`src/rtl/pts_16.sv`:
```
// pts_16: parallel-to-serial converter for the FFT datapath.
// Captures an N-word frame in one handshake and streams it out word 0 first.
module pts_16 #(
  parameter int DW = 16,
  parameter int N  = 16,
  parameter int IW = $clog2(N)
) (
  input  logic            clk,
  input  logic            rst,
  input  logic            in_valid,
  output logic            in_ready,
  input  logic [N*DW-1:0] din,
  output logic            out_valid,
  input  logic            out_ready,
  output logic [DW-1:0]   out_d,
  output logic [IW-1:0]   out_idx,
  output logic            out_last,
  output logic            busy
);

  typedef enum logic {
    IDLE  = 1'b0,
    SHIFT = 1'b1
  } state_t;

  state_t        state_q, state_d;
  logic [IW-1:0] idx_q, idx_d;
  logic [DW-1:0] frame_q [N];
  logic [DW-1:0] frame_d [N];

  logic at_last;
  logic load;
  logic out_hs;

  assign at_last   = (idx_q == IW'(N-1));
  assign out_valid = (state_q == SHIFT);
  assign busy      = out_valid;
  assign out_d     = frame_q[idx_q];
  assign out_idx   = idx_q;
  assign out_last  = out_valid & at_last;

  // Ready on the final beat so the next frame loads with no bubble.
  assign in_ready = (state_q == IDLE) |
                    ((state_q == SHIFT) & at_last & out_ready);

  assign load   = in_valid & in_ready;
  assign out_hs = out_valid & out_ready;

  always_comb begin
    state_d = state_q;
    idx_d   = idx_q;
    for (int i = 0; i < N; i++) begin
      frame_d[i] = frame_q[i];
    end
    if (load) begin
      for (int i = 0; i < N; i++) begin
        frame_d[i] = din[i*DW +: DW];
      end
      idx_d   = '0;
      state_d = SHIFT;
    end else if (out_hs) begin
      if (at_last) begin
        state_d = IDLE;
      end else begin
        idx_d = idx_q + IW'(1);
      end
    end
  end

  always_ff @(posedge clk) begin
    if (!rst) begin
      state_q <= IDLE;
      idx_q   <= '0;
      for (int i = 0; i < N; i++) begin
        frame_q[i] <= '0;
      end
    end else begin
      state_q <= state_d;
      idx_q   <= idx_d;
      for (int i = 0; i < N; i++) begin
        frame_q[i] <= frame_d[i];
      end
    end
  end

endmodule

```
`config.mk`:
```
export PLATFORM = sky130hd
export DESIGN_NAME = pts_16
export DESIGN_NICKNAME = d
export VERILOG_FILES = /design/src/rtl/pts_16.sv
export SDC_FILE = /design/constraint.sdc
export NUM_CORES = 1
export LEC_CHECK = 0
export BUFFER_PORTS_ARGS = -buffer_cell sky130_fd_sc_hd__buf_2
export CORE_MARGIN = 3
export CORE_UTILIZATION = 54
export DETAILED_ROUTE_END_ITERATION = 8
export PLACE_DENSITY = 0.82
export SYNTH_ARGS = -nofsm -noshare
export SYNTH_HDL_FRONTEND = slang
export SYNTH_SLANG_ARGS = --single-unit
```
`constraint.sdc`:
```
create_clock -name clk -period 12.9 [get_ports clk]
set_input_delay 2.58 -clock clk [delete_from_list [all_inputs] [get_ports clk]]
set_output_delay 2.58 -clock clk [all_outputs]
set_load 0.005 [all_outputs]
```
==> report_table.html, run 1 <==
<table>
<tr><th>Metric</th><th>Value</th></tr>
<tr><th colspan="2">Yosys</th></tr>
<tr><td>Count of flip-flops with a built-in enable after synthesis</td><td>256</td></tr>
<tr><td>Async S/R FF share, synth</td><td>0%</td></tr>
<tr><td>Warning count from the yosys run</td><td>0</td></tr>
<tr><td>Synth Instances</td><td>713</td></tr>
<tr><td>Adder-Cell Fraction of Synth Area</td><td>0.107%</td></tr>
<tr><td>Post-synthesis cell type count</td><td>31</td></tr>
<tr><td>Multiplexer share of the synthesized area</td><td>12.3%</td></tr>
<tr><td>Post-synthesis instance area</td><td>11700 um2</td></tr>
<tr><td>Simple-gate share of the synthesized area</td><td>15.3%</td></tr>
<tr><td>Net count after synthesis</td><td>974</td></tr>
<tr><td>Flops &amp; latches, synth</td><td>265</td></tr>
<tr><td>Largest family of logic cells by synthesized area</td><td>simple AND/OR/NAND/NOR gates</td></tr>
<tr><td>Per-instance average area after synthesis</td><td>16.4 um2</td></tr>
<tr><td>Primary flip-flop cell chosen by synthesis mapping</td><td>sky130_fd_sc_hd__edfxtp_1</td></tr>
<tr><td>Post-synthesis sequential area ratio</td><td>67.3%</td></tr>
<tr><td>Area fraction in compound gates after synthesis</td><td>2.77%</td></tr>
<tr><td>Xor and xnor area share after synthesis</td><td>0%</td></tr>
<tr><th colspan="2">Power and ir drop</th></tr>
<tr><td>Peak ir drop on the vdd network</td><td>80.2 uV</td></tr>
<tr><td>Leakage power</td><td>5.74 nW</td></tr>
<tr><td>Sequential power share</td><td>51.1%</td></tr>
<tr><td>Sw Share</td><td>20.2%</td></tr>
<tr><td>Part of the power in the clock network</td><td>41.4%</td></tr>
<tr><td>Final Total Pwr</td><td>0.00203 W</td></tr>
<tr><td>Ratio of total power to cell area</td><td>142 nW/um2</td></tr>
<tr><td>Net switching power figure</td><td>0.000410 W</td></tr>
<tr><td>Combinational Power Share</td><td>7.5%</td></tr>
<tr><td>Internal power summed over all cells</td><td>0.00162 W</td></tr>
<tr><th colspan="2">Setup path</th></tr>
<tr><td>RR Startpoint</td><td>out_idx[0]$_SDFFE_PP0P_</td></tr>
<tr><td>Cell chain of the critical path</td><td>buf_4 -&gt; mux4_2 -&gt; a22oi_1 -&gt; nand2_1 -&gt; buf_2</td></tr>
<tr><td>Logic depth of the worst register-to-register path</td><td>6</td></tr>
<tr><td>Reg-to-reg endpoint</td><td>frame_q[12][3]$_SDFFCE_PN0P_</td></tr>
<tr><td>Worst path max stage delay</td><td>750 ps</td></tr>
<tr><td>Type of element capturing the critical path</td><td>primary output</td></tr>
<tr><td>Required @ worst endpoint</td><td>10320 ps</td></tr>
<tr><td>Cell at the slowest stage of the critical path</td><td>sky130_fd_sc_hd__dfxtp_4</td></tr>
<tr><td>Critical path fanouts, max</td><td>34</td></tr>
<tr><td>Startpoint-to-endpoint class of the critical path</td><td>reg -&gt; out</td></tr>
<tr><td>Startpoint types</td><td>flip-flop</td></tr>
<tr><td>Arrival @ worst endpoint</td><td>3230 ps</td></tr>
<tr><td>Reg2reg setup slack</td><td>8820 ps</td></tr>
<tr><th colspan="2">STA</th></tr>
<tr><td>Final hold violation count</td><td>0</td></tr>
<tr><td>Setup Viol. Count Final</td><td>0</td></tr>
<tr><td>Time the worst path needs with I/O delays and setup</td><td>5810 ps</td></tr>
<tr><td>Achievable Freq</td><td>172 MHz</td></tr>
<tr><td>Worst Hold Margin</td><td>563 ps</td></tr>
<tr><td>Worst clock skew on the final layout</td><td>6.59 ps</td></tr>
<tr><td>Share of the cycle needed by the critical path after routing</td><td>45.0%</td></tr>
<tr><td>Number of max-slew violations in the final report</td><td>0</td></tr>
<tr><td>Headroom to the max-slew limit</td><td>34.1%</td></tr>
<tr><td>Worst Max-Slew Pin Slew</td><td>989 ps</td></tr>
<tr><td>Unrepaired setup endpoints after global routing</td><td>false</td></tr>
<tr><td>Setup TNS</td><td>0 ps</td></tr>
<tr><th colspan="2">Place</th></tr>
<tr><td>RD Place Congestion</td><td>0.820</td></tr>
<tr><td>Number of input and output port buffers inserted</td><td>283</td></tr>
<tr><td>HPWL Detailed</td><td>18000 um</td></tr>
<tr><th colspan="2">Clock tree</th></tr>
<tr><td>Hold_buf cts</td><td>0</td></tr>
<tr><td>Reg clk slew, reported paths</td><td>60 ps</td></tr>
<tr><td>CTS Buf Count</td><td>27</td></tr>
<tr><td>Number of buffers between clock root and the deepest sink</td><td>3</td></tr>
<tr><td>TritonCTS Sinks</td><td>265</td></tr>
<tr><td>CTS H-Tree Depth</td><td>1</td></tr>
<tr><td>Later-pin clock latency in the skew report</td><td>520 ps</td></tr>
<tr><td>Root buf cell</td><td>sky130_fd_sc_hd__clkbuf_16</td></tr>
<tr><td>Number of resized instances in the post-cts repair step</td><td>0</td></tr>
<tr><td>CTS tree</td><td>done</td></tr>
<tr><td>Number of post-CTS setup repair buffers</td><td>0</td></tr>
<tr><th colspan="2">Outcome</th></tr>
<tr><td>Outcome</td><td>finished, final reports clean</td></tr>
<tr><th colspan="2">Floorplanning</th></tr>
<tr><td>Number of cell rows</td><td>53</td></tr>
<tr><td>IO Pins</td><td>284</td></tr>
<tr><td>Core Area</td><td>21200 um2</td></tr>
<tr><td>Starting utilization of the core area</td><td>55.3%</td></tr>
<tr><td>Horizontal die dimension</td><td>153 um</td></tr>
<tr><td>Die H</td><td>153 um</td></tr>
<tr><td>Floorplan die area</td><td>23400 um2</td></tr>
<tr><th colspan="2">Finish</th></tr>
<tr><td>Layout area overhead</td><td>22.0%</td></tr>
<tr><td>Fraction of final layout cells sized beyond drive strength 1</td><td>42.5%</td></tr>
<tr><td>Layout Utilization</td><td>67.4%</td></tr>
<tr><td>Net total in the final layout</td><td>1246</td></tr>
<tr><td>Count of filler cells inserted in the layout</td><td>1430</td></tr>
<tr><th colspan="2">Global route</th></tr>
<tr><td>Maximum number of pins on one net before global-route repair</td><td>128</td></tr>
<tr><td>Number of global-route vias before repair</td><td>7384</td></tr>
<tr><td>Leftover overflow at the end of global routing</td><td>0</td></tr>
<tr><td>Antenna violations before repair</td><td>8</td></tr>
<tr><td>GRT Overall Usage</td><td>22.2%</td></tr>
<tr><td>Wire length of the first global-routing pass</td><td>40000 um</td></tr>
<tr><th colspan="2">Routing</th></tr>
<tr><td>Total via count in the routed design</td><td>6991</td></tr>
<tr><td>WL per Instance</td><td>20.8 um</td></tr>
<tr><td>Remaining number of nets flagged by the antenna check after routing</td><td>0</td></tr>
<tr><td>Total DRC errors in the routed layout</td><td>0</td></tr>
<tr><td>Routed vias/inst</td><td>5.43</td></tr>
<tr><td>Detailed-route wire length</td><td>26800 um</td></tr>
<tr><td>DR iter-0 viols</td><td>478</td></tr>
<tr><td>Drt pass-1 iters</td><td>5</td></tr>
<tr><th colspan="2">Hold path</th></tr>
<tr><td>Startpoint of the lowest-slack hold path</td><td>out_idx[1]$_SDFFE_PP0P_</td></tr>
<tr><td>Worst hold stages</td><td>2</td></tr>
<tr><td>Classification of the worst-slack hold path</td><td>reg -&gt; reg</td></tr>
<tr><th colspan="2">Job</th></tr>
<tr><td>Max-cap violations</td><td>0</td></tr>
</table>
-- synth_stat cells, types with 2 or more instances --
master | number | share of area [%]
sky130_fd_sc_hd__o21ai_0 | 2 | 0.086
sky130_fd_sc_hd__edfxtp_1 | 256 | 66
sky130_fd_sc_hd__or3_1 | 2 | 0.11
sky130_fd_sc_hd__a21oi_1 | 2 | 0.086
sky130_fd_sc_hd__and2_1 | 239 | 13
sky130_fd_sc_hd__buf_1 | 2 | 0.064
sky130_fd_sc_hd__buf_4 | 5 | 0.32
sky130_fd_sc_hd__mux4_2 | 64 | 12
sky130_fd_sc_hd__and2_2 | 19 | 1.2
sky130_fd_sc_hd__inv_1 | 2 | 0.064
sky130_fd_sc_hd__a211oi_1 | 4 | 0.26
sky130_fd_sc_hd__nand2_1 | 19 | 0.61
sky130_fd_sc_hd__clkbuf_1 | 26 | 0.83
sky130_fd_sc_hd__dfxtp_1 | 9 | 1.5
sky130_fd_sc_hd__clkbuf_2 | 10 | 0.43
sky130_fd_sc_hd__a22oi_1 | 32 | 2.1
sky130_fd_sc_hd__nor2b_1 | 2 | 0.11
sky130_fd_sc_hd__buf_6 | 4 | 0.39
sky130_fd_sc_hd__buf_2 | 2 | 0.086
-- kinds of logic after synthesis --
kind of cell,Yosys count
and+or+nand+nor,289
DFF,265
muxes,64
buffers and inverters,51
AOI/OAI and AO/OA,43
adders and majority gates,1
-- sequential cells by signal, summed over array words and instances (netlist names), named ones only --
| signal | count |
|---|---|
| frame_q | 256 |
| out_idx | 4 |
| busy | 1 |
-- how the worst max path moves through the flow --
stage,end,depth (start not counted)
6_report,out_d[6],5
5_1_grt,out_d[2],5
4_1_cts,out_d[5],5
3_5_place_dp,frame_q[15][3]$_SDFFCE_PN0P_,6
3_3_place_gp,frame_q[15][3]$_SDFFCE_PN0P_,6
2_1_floorplan,frame_q[0][0]$_SDFFCE_PN0P_,3
-- per-stage QoR --
step           std cells  worst slack, ps  area (um2)
2_1_floorplan        713             3010       11700
6_report            1288             7090       14300
5_1_grt             1286             6810       14300
3_5_place_dp        1231             6840       13300
4_1_cts             1280             6910       14200
3_3_place_gp        1231             6930       13300
-- power groups by stage --
stage / combinational [W] / clock, W / sequential, W
after floorplan: 0.0000892 / 0 / 0.00106
after global placement: 0.000150 / 0 / 0.00105
after detailed placement: 0.000153 / 0 / 0.00105
after CTS: 0.000154 / 0.000852 / 0.00104
after global routing: 0.000167 / 0.000884 / 0.00104
final: 0.000153 / 0.000839 / 0.00104
-- area by class of cell --
cell class	count	area, um2	share of cell area, %
antenna	8	20.0	0.140
clock buffer	28	679	4.76
clock inverter	21	280	1.96
inverter	2	7.51	0.0526
multi-input combinational	397	3580	25.1
sequential	265	7880	55.2
tap	275	344	2.41
timing repair buffer	292	1480	10.4
-- layout by cell type (no fill, tap or decap), types with 4 or more instances in the layout --
master and count:
sky130_fd_sc_hd__buf_2 283, sky130_fd_sc_hd__edfxtp_1 256, sky130_fd_sc_hd__and2_1 239, sky130_fd_sc_hd__mux4_2 64
sky130_fd_sc_hd__a22oi_1 32, sky130_fd_sc_hd__clkbuf_16 27, sky130_fd_sc_hd__nand2_1 19, sky130_fd_sc_hd__and2_2 19
sky130_fd_sc_hd__buf_4 9, sky130_fd_sc_hd__diode_2 8, sky130_fd_sc_hd__clkinv_2 8, sky130_fd_sc_hd__dfxtp_1 7
sky130_fd_sc_hd__bufinv_16 7, sky130_fd_sc_hd__a211oi_1 4, sky130_fd_sc_hd__clkinv_1 4
-- layer usage --
layer / wire length, um / part of all wire (%) / vias up / GRT usage [%]
met5: 10 / 0.037 / - / 0
met4: 988 / 3.7 / 2 / 8.40
met3: 1940 / 7.2 / 61 / 3.74
met2: 13700 / 51 / 307 / 37.6
met1: 10200 / 38 / 3406 / 29.2
li1: - / - / 3215 / -
-- worst max-delay path, delay by kind of cell, from the launching register on --
kind | cells | cell delay, ps
simple gates | 1 | 100
compound gates | 1 | 360
mux | 1 | 640
buf+inv | 2 | 820
flops | 1 | 750
No activity file was read; power rests on OpenSTA's default activity.
==> run 2, diff against run 1 <==
--- a/config.mk
+++ b/config.mk
@@ -5,11 +5,12 @@
 export SDC_FILE = /design/constraint.sdc
 export NUM_CORES = 1
 export LEC_CHECK = 0
+export ABC_AREA = 1
 export BUFFER_PORTS_ARGS = -buffer_cell sky130_fd_sc_hd__buf_2
 export CORE_MARGIN = 3
-export CORE_UTILIZATION = 54
+export CORE_UTILIZATION = 50
 export DETAILED_ROUTE_END_ITERATION = 8
-export PLACE_DENSITY = 0.82
+export PLACE_DENSITY = 0.78
 export SYNTH_ARGS = -nofsm -noshare
 export SYNTH_HDL_FRONTEND = slang
 export SYNTH_SLANG_ARGS = --single-unit
==> constraint.sdc (replaced) <==
create_clock -name clk -period 5.14 [get_ports clk]
set_input_delay 1.028 -clock clk [delete_from_list [all_inputs] [get_ports clk]]
set_output_delay 1.028 -clock clk [all_outputs]
set_load 0.005 [all_outputs]
==> run 2 against run 1 <==
Effect of this change: final area increased by 12%; hold slack got worse by 8.0 ps; sequential share of layout area decreased by 6.0 points; synthesized cell count increased by 130%; sequential power increased to 2.5 times the previous value; clock skew increased by 11 ps; area after synthesis increased by 16%; largest power group unchanged.
==> report_table.html, run 2 <==
<table>
<tr><th>Metric</th><th>Value</th></tr>
<tr><th colspan="2">Global route</th></tr>
<tr><td>GRT Overall Usage</td><td>23.5%</td></tr>
<tr><td>Leftover overflow at the end of global routing</td><td>0</td></tr>
<tr><td>Wire length of the first global-routing pass</td><td>53400 um</td></tr>
<tr><td>Maximum number of pins on one net before global-route repair</td><td>123</td></tr>
<tr><td>Number of global-route vias before repair</td><td>10200</td></tr>
<tr><td>Antenna violations before repair</td><td>0</td></tr>
<tr><th colspan="2">Place</th></tr>
<tr><td>RD Place Congestion</td><td>0.866</td></tr>
<tr><td>Number of input and output port buffers inserted</td><td>283</td></tr>
<tr><td>HPWL Detailed</td><td>24900 um</td></tr>
<tr><td>Placed instance count</td><td>2161</td></tr>
<tr><th colspan="2">Setup path</th></tr>
<tr><td>RR Startpoint</td><td>out_idx[0]$_SDFFE_PP0P_</td></tr>
<tr><td>Reg2reg setup slack</td><td>2400 ps</td></tr>
<tr><td>Arrival @ worst endpoint</td><td>3230 ps</td></tr>
<tr><td>Reg-to-reg endpoint</td><td>frame_q[11][0]$_SDFFCE_PN0P_</td></tr>
<tr><td>Required @ worst endpoint</td><td>4110 ps</td></tr>
<tr><td>Logic depth of the worst register-to-register path</td><td>6</td></tr>
<tr><td>Startpoint-to-endpoint class of the critical path</td><td>reg -&gt; out</td></tr>
<tr><td>Critical path fanouts, max</td><td>93</td></tr>
<tr><td>Startpoint types</td><td>flip-flop</td></tr>
<tr><td>Type of element capturing the critical path</td><td>primary output</td></tr>
<tr><th colspan="2">STA</th></tr>
<tr><td>Setup Viol. Count Final</td><td>0</td></tr>
<tr><td>Achievable Freq</td><td>235 MHz</td></tr>
<tr><td>Time the worst path needs with I/O delays and setup</td><td>4260 ps</td></tr>
<tr><td>Headroom to the max-slew limit</td><td>17.0%</td></tr>
<tr><td>Unrepaired setup endpoints after global routing</td><td>false</td></tr>
<tr><td>Share of the cycle needed by the critical path after routing</td><td>82.8%</td></tr>
<tr><td>Setup TNS</td><td>0 ps</td></tr>
<tr><td>Worst clock skew on the final layout</td><td>17.4 ps</td></tr>
<tr><td>Final hold violation count</td><td>0</td></tr>
<tr><td>Number of max-slew violations in the final report</td><td>0</td></tr>
<tr><td>Worst Max-Slew Pin Slew</td><td>1250 ps</td></tr>
<tr><th colspan="2">Power and ir drop</th></tr>
<tr><td>Peak ir drop on the vdd network</td><td>249 uV</td></tr>
<tr><td>Ratio of total power to cell area</td><td>321 nW/um2</td></tr>
<tr><td>Leakage power</td><td>8.61 nW</td></tr>
<tr><th colspan="2">Yosys</th></tr>
<tr><td>Post-synthesis instance area</td><td>13500 um2</td></tr>
<tr><td>Top cells by area in the synthesized netlist</td><td>sky130_fd_sc_hd__edfxtp_1 (57%), sky130_fd_sc_hd__inv_1 (13%), sky130_fd_sc_hd__nand2_1 (12%), sky130_fd_sc_hd__nand3_1 (7.2%), sky130_fd_sc_hd__nor2_2 (4.2%)</td></tr>
<tr><td>Per-instance average area after synthesis</td><td>8.40 um2</td></tr>
<tr><td>Synth Instances</td><td>1613</td></tr>
<tr><td>Async S/R FF share, synth</td><td>0%</td></tr>
<tr><td>Top cell type by total area after synthesis</td><td>sky130_fd_sc_hd__edfxtp_1</td></tr>
<tr><td>Post-synthesis sequential area ratio</td><td>58.1%</td></tr>
<tr><td>Post-synth top area share</td><td>56.8%</td></tr>
<tr><td>Most instantiated library cell after synthesis</td><td>sky130_fd_sc_hd__inv_1</td></tr>
<tr><td>Primary flip-flop cell chosen by synthesis mapping</td><td>sky130_fd_sc_hd__edfxtp_1</td></tr>
<tr><td>Flops &amp; latches, synth</td><td>265</td></tr>
<tr><td>Count of flip-flops with a built-in enable after synthesis</td><td>256</td></tr>
<tr><td>Net count after synthesis</td><td>1874</td></tr>
<tr><td>Post-synthesis cell type count</td><td>20</td></tr>
<tr><td>Cell types with the highest counts after synthesis</td><td>sky130_fd_sc_hd__inv_1 (457), sky130_fd_sc_hd__nand2_1 (440), sky130_fd_sc_hd__edfxtp_1 (256)</td></tr>
<tr><td>Warning count from the yosys run</td><td>0</td></tr>
<tr><th colspan="2">Finish</th></tr>
<tr><td>Leading cell type in the layout, fill and taps excluded</td><td>sky130_fd_sc_hd__inv_1</td></tr>
<tr><td>Layout area overhead</td><td>18.3%</td></tr>
<tr><td>Ant. Diodes</td><td>0</td></tr>
<tr><td>Net total in the final layout</td><td>2117</td></tr>
<tr><td>Most flop-heavy register</td><td>frame_q</td></tr>
<tr><td>Fraction of final layout cells sized beyond drive strength 1</td><td>23.1%</td></tr>
<tr><td>Flip-flop count of the largest register, all copies and words added</td><td>256</td></tr>
<tr><td>Top library cells by usage in the layout, fill and taps aside</td><td>sky130_fd_sc_hd__inv_1 (456), sky130_fd_sc_hd__nand2_1 (439), sky130_fd_sc_hd__buf_2 (282)</td></tr>
<tr><td>Final cell count without fillers</td><td>2211</td></tr>
<tr><th colspan="2">Routing</th></tr>
<tr><td>Remaining number of nets flagged by the antenna check after routing</td><td>0</td></tr>
<tr><td>Drt pass-1 iters</td><td>6</td></tr>
<tr><td>WL per Instance</td><td>15.9 um</td></tr>
<tr><td>Routed vias/inst</td><td>4.83</td></tr>
<tr><td>Total via count in the routed design</td><td>10700</td></tr>
<tr><td>DR iter-0 viols</td><td>1174</td></tr>
<tr><td>Detailed-route wire length</td><td>35200 um</td></tr>
<tr><td>Total DRC errors in the routed layout</td><td>0</td></tr>
<tr><th colspan="2">Clock tree</th></tr>
<tr><td>CTS Buf Count</td><td>28</td></tr>
<tr><td>Number of post-CTS setup repair buffers</td><td>0</td></tr>
<tr><td>Reg clk slew, reported paths</td><td>60 ps</td></tr>
<tr><td>CTS tree</td><td>done</td></tr>
<tr><td>Number of buffers between clock root and the deepest sink</td><td>3</td></tr>
<tr><td>Number of resized instances in the post-cts repair step</td><td>0</td></tr>
<tr><td>Root buf cell</td><td>sky130_fd_sc_hd__clkbuf_16</td></tr>
<tr><td>TritonCTS Sinks</td><td>265</td></tr>
<tr><td>Later-pin clock latency in the skew report</td><td>550 ps</td></tr>
<tr><td>Hold_buf cts</td><td>0</td></tr>
<tr><td>CTS H-Tree Depth</td><td>1</td></tr>
<tr><th colspan="2">Floorplanning</th></tr>
<tr><td>Starting utilization of the core area</td><td>51.4%</td></tr>
<tr><td>Floorplan die area</td><td>29100 um2</td></tr>
<tr><td>Number of cell rows</td><td>59</td></tr>
<tr><td>Die H</td><td>171 um</td></tr>
<tr><td>Core Area</td><td>26400 um2</td></tr>
<tr><td>Horizontal die dimension</td><td>171 um</td></tr>
<tr><td>IO Pins</td><td>284</td></tr>
<tr><th colspan="2">Outcome</th></tr>
<tr><td>Outcome</td><td>finished, final reports clean</td></tr>
<tr><th colspan="2">Hold path</th></tr>
<tr><td>Startpoint of the lowest-slack hold path</td><td>out_idx[1]$_SDFFE_PP0P_</td></tr>
<tr><td>Worst hold stages</td><td>2</td></tr>
<tr><td>Classification of the worst-slack hold path</td><td>reg -&gt; reg</td></tr>
<tr><th colspan="2">Job</th></tr>
<tr><td>Max-cap violations</td><td>0</td></tr>
</table>
==> run 2: per-stage QoR <==
step / util, % / hold slack, ps / total power (W) / worst slack (ps) / instance area (um2)
after floorplan: - / 500 / 0.00299 / 115 / 13500
after global placement: 57.4 / 510 / 0.00319 / 1530 / 15100
after detailed placement: 57.4 / 539 / 0.00321 / 1480 / 15100
after CTS: 60.8 / 550 / 0.00517 / 876 / 16000
after global routing: 60.8 / 554 / 0.00534 / 679 / 16000
final: 60.8 / 555 / 0.00514 / 882 / 16000
==> run 2: area by class of cell <==
class                           count  area [um2]
Tap cell                          335         419
Multi-Input combinational cell    810        3570
Clock inverter                     12         123
Sequential cell                   265        7870
Inverter                          458        1720
Clock buffer                       38         778
Timing Repair Buffer              293        1530
Fill cell                        2262       10300
==> run 2: metal layers <==
metal / routed length [um] / global-route usage (%) / vias to the layer above / part of all wire, %
met1: 15200 / 34.1 / 4845 / 43
met3: 2920 / 3.60 / 78 / 8.3
met4: 1560 / 9.81 / 0 / 4.4
li1: - / - / 5277 / -
met5: 0 / 0 / - / 0
met2: 15600 / 35.4 / 490 / 44
==> run 2: critical path, cell delays in order, from the launching register on <==
cell and delay (ps):
sky130_fd_sc_hd__dfxtp_4 550, sky130_fd_sc_hd__inv_4 790, sky130_fd_sc_hd__buf_4 490, sky130_fd_sc_hd__nand2_1 100, sky130_fd_sc_hd__nand3_1 80, sky130_fd_sc_hd__nand3_1 90, sky130_fd_sc_hd__nand3_1 220, sky130_fd_sc_hd__nand2_1 110
sky130_fd_sc_hd__buf_2 140
==> run 2: worst max path at each step <==
stage	cells past startpoint	slack, ps	start	endpoint
6_report	8	880	flip-flop	out_d[4]
5_1_grt	9	680	flip-flop	out_d[4]
4_1_cts	9	880	flip-flop	out_d[4]
3_5_place_dp	9	1480	flip-flop	out_d[4]
3_3_place_gp	9	1530	flip-flop	out_d[4]
2_1_floorplan	3	110	rst	frame_q[0][0]$_SDFFCE_PN0P_
==> run 2: kinds of logic (layout without fill, tap and decap cells) <==
| logic type | Yosys count | after routing | share of synthesized area, % |
|---|---|---|---|
| AOI/OAI and AO/OA | 8 | 8 | 0.342 |
| adders and majority gates | 1 | 1 | 0.0924 |
| buffers and inverters | 538 | 801 | 15.7 |
| DFF | 265 | 265 | 58.1 |
| and+or+nand+nor | 801 | 801 | 25.8 |
==> run 2: report_power, final <==
part	switching, W	total, W	internal [W]
Clock	0.000818	0.00198	0.00116
Combinational	0.000344	0.000546	0.000202
Sequential	0.0000565	0.00262	0.00256
Total	0.00122	0.00514	0.00392
==> run 3, diff against run 2 <==
==> config.mk (replaced) <==
export PLATFORM = sky130hd
export DESIGN_NAME = pts_16
export DESIGN_NICKNAME = d
export VERILOG_FILES = /design/src/rtl/pts_16.sv
export SDC_FILE = /design/constraint.sdc
export NUM_CORES = 1
export LEC_CHECK = 0
export ABC_AREA = 0
export BUFFER_PORTS_ARGS = -buffer_cell sky130_fd_sc_hd__buf_2
export CORE_MARGIN = 3
export CORE_UTILIZATION = 54
export DETAILED_ROUTE_END_ITERATION = 8
export PLACE_DENSITY = 0.82
export SYNTH_ARGS = -nofsm -noshare
export SYNTH_HDL_FRONTEND = slang
export SYNTH_SLANG_ARGS = --single-unit
==> constraint.sdc (replaced) <==
create_clock -name clk -period 4.3 [get_ports clk]
set_input_delay 0.86 -clock clk [delete_from_list [all_inputs] [get_ports clk]]
set_output_delay 0.86 -clock clk [all_outputs]
set_load 0.005 [all_outputs]
==> run 3 against run 2 <==
Effect of this change: register-to-register slack got worse by 730 ps; global-route usage decreased by 1.3 points; wire length decreased by 25%; non-clock buffer count increased by 7; core utilization increased by 6.8 points; power increased by 13%; count of clock-buffer cells in the layout decreased by 5; hold slack got worse by 0.77 ps; die area decreased by 19%.
==> report_table.html, run 3 (synthesis results as in run 1) <==
<table>
<tr><th>Metric</th><th>Value</th></tr>
<tr><th colspan="2">Routing</th></tr>
<tr><td>Routed vias/inst</td><td>5.39</td></tr>
<tr><td>Drt pass-1 iters</td><td>5</td></tr>
<tr><td>Detailed-route wire length</td><td>26500 um</td></tr>
<tr><td>Remaining number of nets flagged by the antenna check after routing</td><td>0</td></tr>
<tr><td>WL per Instance</td><td>20.5 um</td></tr>
<tr><td>Total via count in the routed design</td><td>6962</td></tr>
<tr><td>DR iter-0 viols</td><td>429</td></tr>
<tr><td>Total DRC errors in the routed layout</td><td>0</td></tr>
<tr><th colspan="2">Clock tree</th></tr>
<tr><td>Root buf cell</td><td>sky130_fd_sc_hd__clkbuf_16</td></tr>
<tr><td>CTS Buf Count</td><td>27</td></tr>
<tr><td>CTS H-Tree Depth</td><td>1</td></tr>
<tr><td>CTS tree</td><td>done</td></tr>
<tr><td>Later-pin clock latency in the skew report</td><td>520 ps</td></tr>
<tr><td>Number of buffers between clock root and the deepest sink</td><td>3</td></tr>
<tr><td>Hold_buf cts</td><td>0</td></tr>
<tr><td>Number of post-CTS setup repair buffers</td><td>0</td></tr>
<tr><td>Number of resized instances in the post-cts repair step</td><td>0</td></tr>
<tr><td>TritonCTS Sinks</td><td>265</td></tr>
<tr><td>Reg clk slew, reported paths</td><td>60 ps</td></tr>
<tr><th colspan="2">Finish</th></tr>
<tr><td>Layout area overhead</td><td>22.3%</td></tr>
<tr><td>Flip-flop count of the largest register, all copies and words added</td><td>256</td></tr>
<tr><td>Top library cells by usage in the layout, fill and taps aside</td><td>sky130_fd_sc_hd__buf_2 (283), sky130_fd_sc_hd__edfxtp_1 (256), sky130_fd_sc_hd__and2_1 (239)</td></tr>
<tr><td>Most flop-heavy register</td><td>frame_q</td></tr>
<tr><td>Leading cell type in the layout, fill and taps excluded</td><td>sky130_fd_sc_hd__buf_2</td></tr>
<tr><td>Net total in the final layout</td><td>1254</td></tr>
<tr><td>Post-route cell area</td><td>14300 um2</td></tr>
<tr><td>Fraction of final layout cells sized beyond drive strength 1</td><td>42.4%</td></tr>
<tr><td>Count of filler cells inserted in the layout</td><td>1422</td></tr>
<tr><th colspan="2">STA</th></tr>
<tr><td>Achievable Freq</td><td>292 MHz</td></tr>
<tr><td>Setup TNS</td><td>0 ps</td></tr>
<tr><td>Headroom to the max-slew limit</td><td>45.6%</td></tr>
<tr><td>Number of max-slew violations in the final report</td><td>0</td></tr>
<tr><td>Setup Viol. Count Final</td><td>0</td></tr>
<tr><td>Unrepaired setup endpoints after global routing</td><td>false</td></tr>
<tr><td>Final hold violation count</td><td>0</td></tr>
<tr><td>Worst Max-Slew Pin Slew</td><td>816 ps</td></tr>
<tr><td>Worst clock skew on the final layout</td><td>10.4 ps</td></tr>
<tr><td>Time the worst path needs with I/O delays and setup</td><td>3430 ps</td></tr>
<tr><td>Worst Hold Margin</td><td>555 ps</td></tr>
<tr><td>Share of the cycle needed by the critical path after routing</td><td>79.7%</td></tr>
<tr><th colspan="2">Floorplanning</th></tr>
<tr><td>Floorplan die area</td><td>23400 um2</td></tr>
<tr><td>Die H</td><td>153 um</td></tr>
<tr><td>Number of cell rows</td><td>53</td></tr>
<tr><td>Core Area</td><td>21200 um2</td></tr>
<tr><td>Horizontal die dimension</td><td>153 um</td></tr>
<tr><td>Starting utilization of the core area</td><td>55.3%</td></tr>
<tr><td>IO Pins</td><td>284</td></tr>
<tr><th colspan="2">Power and ir drop</th></tr>
<tr><td>Ratio of total power to cell area</td><td>407 nW/um2</td></tr>
<tr><td>Final Total Pwr</td><td>0.00582 W</td></tr>
<tr><td>Peak ir drop on the vdd network</td><td>302 uV</td></tr>
<tr><td>Leakage power</td><td>5.75 nW</td></tr>
<tr><th colspan="2">Global route</th></tr>
<tr><td>Number of global-route vias before repair</td><td>7216</td></tr>
<tr><td>Wire length of the first global-routing pass</td><td>39900 um</td></tr>
<tr><td>Maximum number of pins on one net before global-route repair</td><td>115</td></tr>
<tr><td>Antenna violations before repair</td><td>6</td></tr>
<tr><td>GRT Overall Usage</td><td>22.2%</td></tr>
<tr><td>Leftover overflow at the end of global routing</td><td>0</td></tr>
<tr><th colspan="2">Setup path</th></tr>
<tr><td>Crit-path leading delay family</td><td>flip-flops</td></tr>
<tr><td>Cell chain of the critical path</td><td>buf_12 -&gt; mux4_2 -&gt; a22oi_1 -&gt; nand2_1 -&gt; buf_2</td></tr>
<tr><td>Required @ worst endpoint</td><td>3440 ps</td></tr>
<tr><td>Buffers and inverters on the worst path</td><td>2</td></tr>
<tr><td>Cell at the slowest stage of the critical path</td><td>sky130_fd_sc_hd__dfxtp_4</td></tr>
<tr><td>Type of element capturing the critical path</td><td>primary output</td></tr>
<tr><td>Critical path fanouts, max</td><td>25</td></tr>
<tr><td>Startpoint types</td><td>flip-flop</td></tr>
<tr><td>Arrival @ worst endpoint</td><td>2570 ps</td></tr>
<tr><td>Worst path max stage delay</td><td>580 ps</td></tr>
<tr><td>Startpoint-to-endpoint class of the critical path</td><td>reg -&gt; out</td></tr>
<tr><th colspan="2">Place</th></tr>
<tr><td>Number of input and output port buffers inserted</td><td>283</td></tr>
<tr><td>HPWL Detailed</td><td>18800 um</td></tr>
<tr><td>RD Place Congestion</td><td>0.842</td></tr>
<tr><td>Area of placed instances</td><td>13400 um2</td></tr>
<tr><th colspan="2">Hold path</th></tr>
<tr><td>Classification of the worst-slack hold path</td><td>reg -&gt; reg</td></tr>
<tr><th colspan="2">Job</th></tr>
<tr><td>Max-cap violations</td><td>0</td></tr>
<tr><th colspan="2">Outcome</th></tr>
<tr><td>Outcome</td><td>finished, final reports clean</td></tr>
</table>
-- run 3: final cells by class --
| class | count | area [um2] | share of cell area, % |
|---|---|---|---|
| antenna | 5 | 12.5 | 0.0875 |
| clock buffer | 33 | 718 | 5.02 |
| clock inverter | 14 | 130 | 0.910 |
| inverter | 2 | 7.51 | 0.0525 |
| multi-input combinational | 397 | 3570 | 25.0 |
| sequential | 265 | 7880 | 55.1 |
| tap | 275 | 344 | 2.41 |
| timing repair buffer | 300 | 1630 | 11.4 |
-- run 3: worst paths after layout --
check | startpoint | end | slack (ps) | depth (start not counted)
worst max-delay path | flip-flop | out_d[4] | 870 | 5
worst min-delay path | out_idx[1]$_SDFFE_PP0P_ | flip-flop | 550 | 2
worst max register to register | out_idx[0]$_SDFFE_PP0P_ | frame_q[13][11]$_SDFFCE_PN0P_ | 1670 | 5
worst min register to register | out_idx[1]$_SDFFE_PP0P_ | flip-flop | 550 | 2
-- run 3: worst reg2reg max path: stages, from the launching register on --
cell	delay, ps
sky130_fd_sc_hd__dfxtp_1	400
sky130_fd_sc_hd__ha_1	250
sky130_fd_sc_hd__nand4_2	170
sky130_fd_sc_hd__a21oi_1	420
sky130_fd_sc_hd__nand2b_4	680
sky130_fd_sc_hd__buf_4	410
-- run 3: per-layer routing --
metal  up-vias  global-route usage (%)  routed length, um
li1       3230                       -                  -
met2       264                    38.1              13800
met4         2                    7.81                949
met1      3409                    29.3              10200
met3        57                    3.06               1590
met5         -                       0                 13
-- run 3: through the flow --
| stage | worst slack (ps) | instances | utilization [%] |
|---|---|---|---|
| 6_report | 871 | 1291 | 67.6 |
| 5_1_grt | 701 | 1290 | 67.6 |
| 4_1_cts | 803 | 1286 | 67.5 |
| 3_5_place_dp | 1340 | 1239 | 63.5 |
| 3_3_place_gp | 1350 | 1239 | 63.5 |
| 2_1_floorplan | 611 | 713 | - |
-- run 3: power by group --
| part | internal [W] | leakage (nW) | switching, W |
|---|---|---|---|
| clock | 0.00130 | 0.407 | 0.000938 |
| combinational | 0.000257 | 2.52 | 0.000221 |
| sequential | 0.00305 | 2.82 | 0.0000581 |
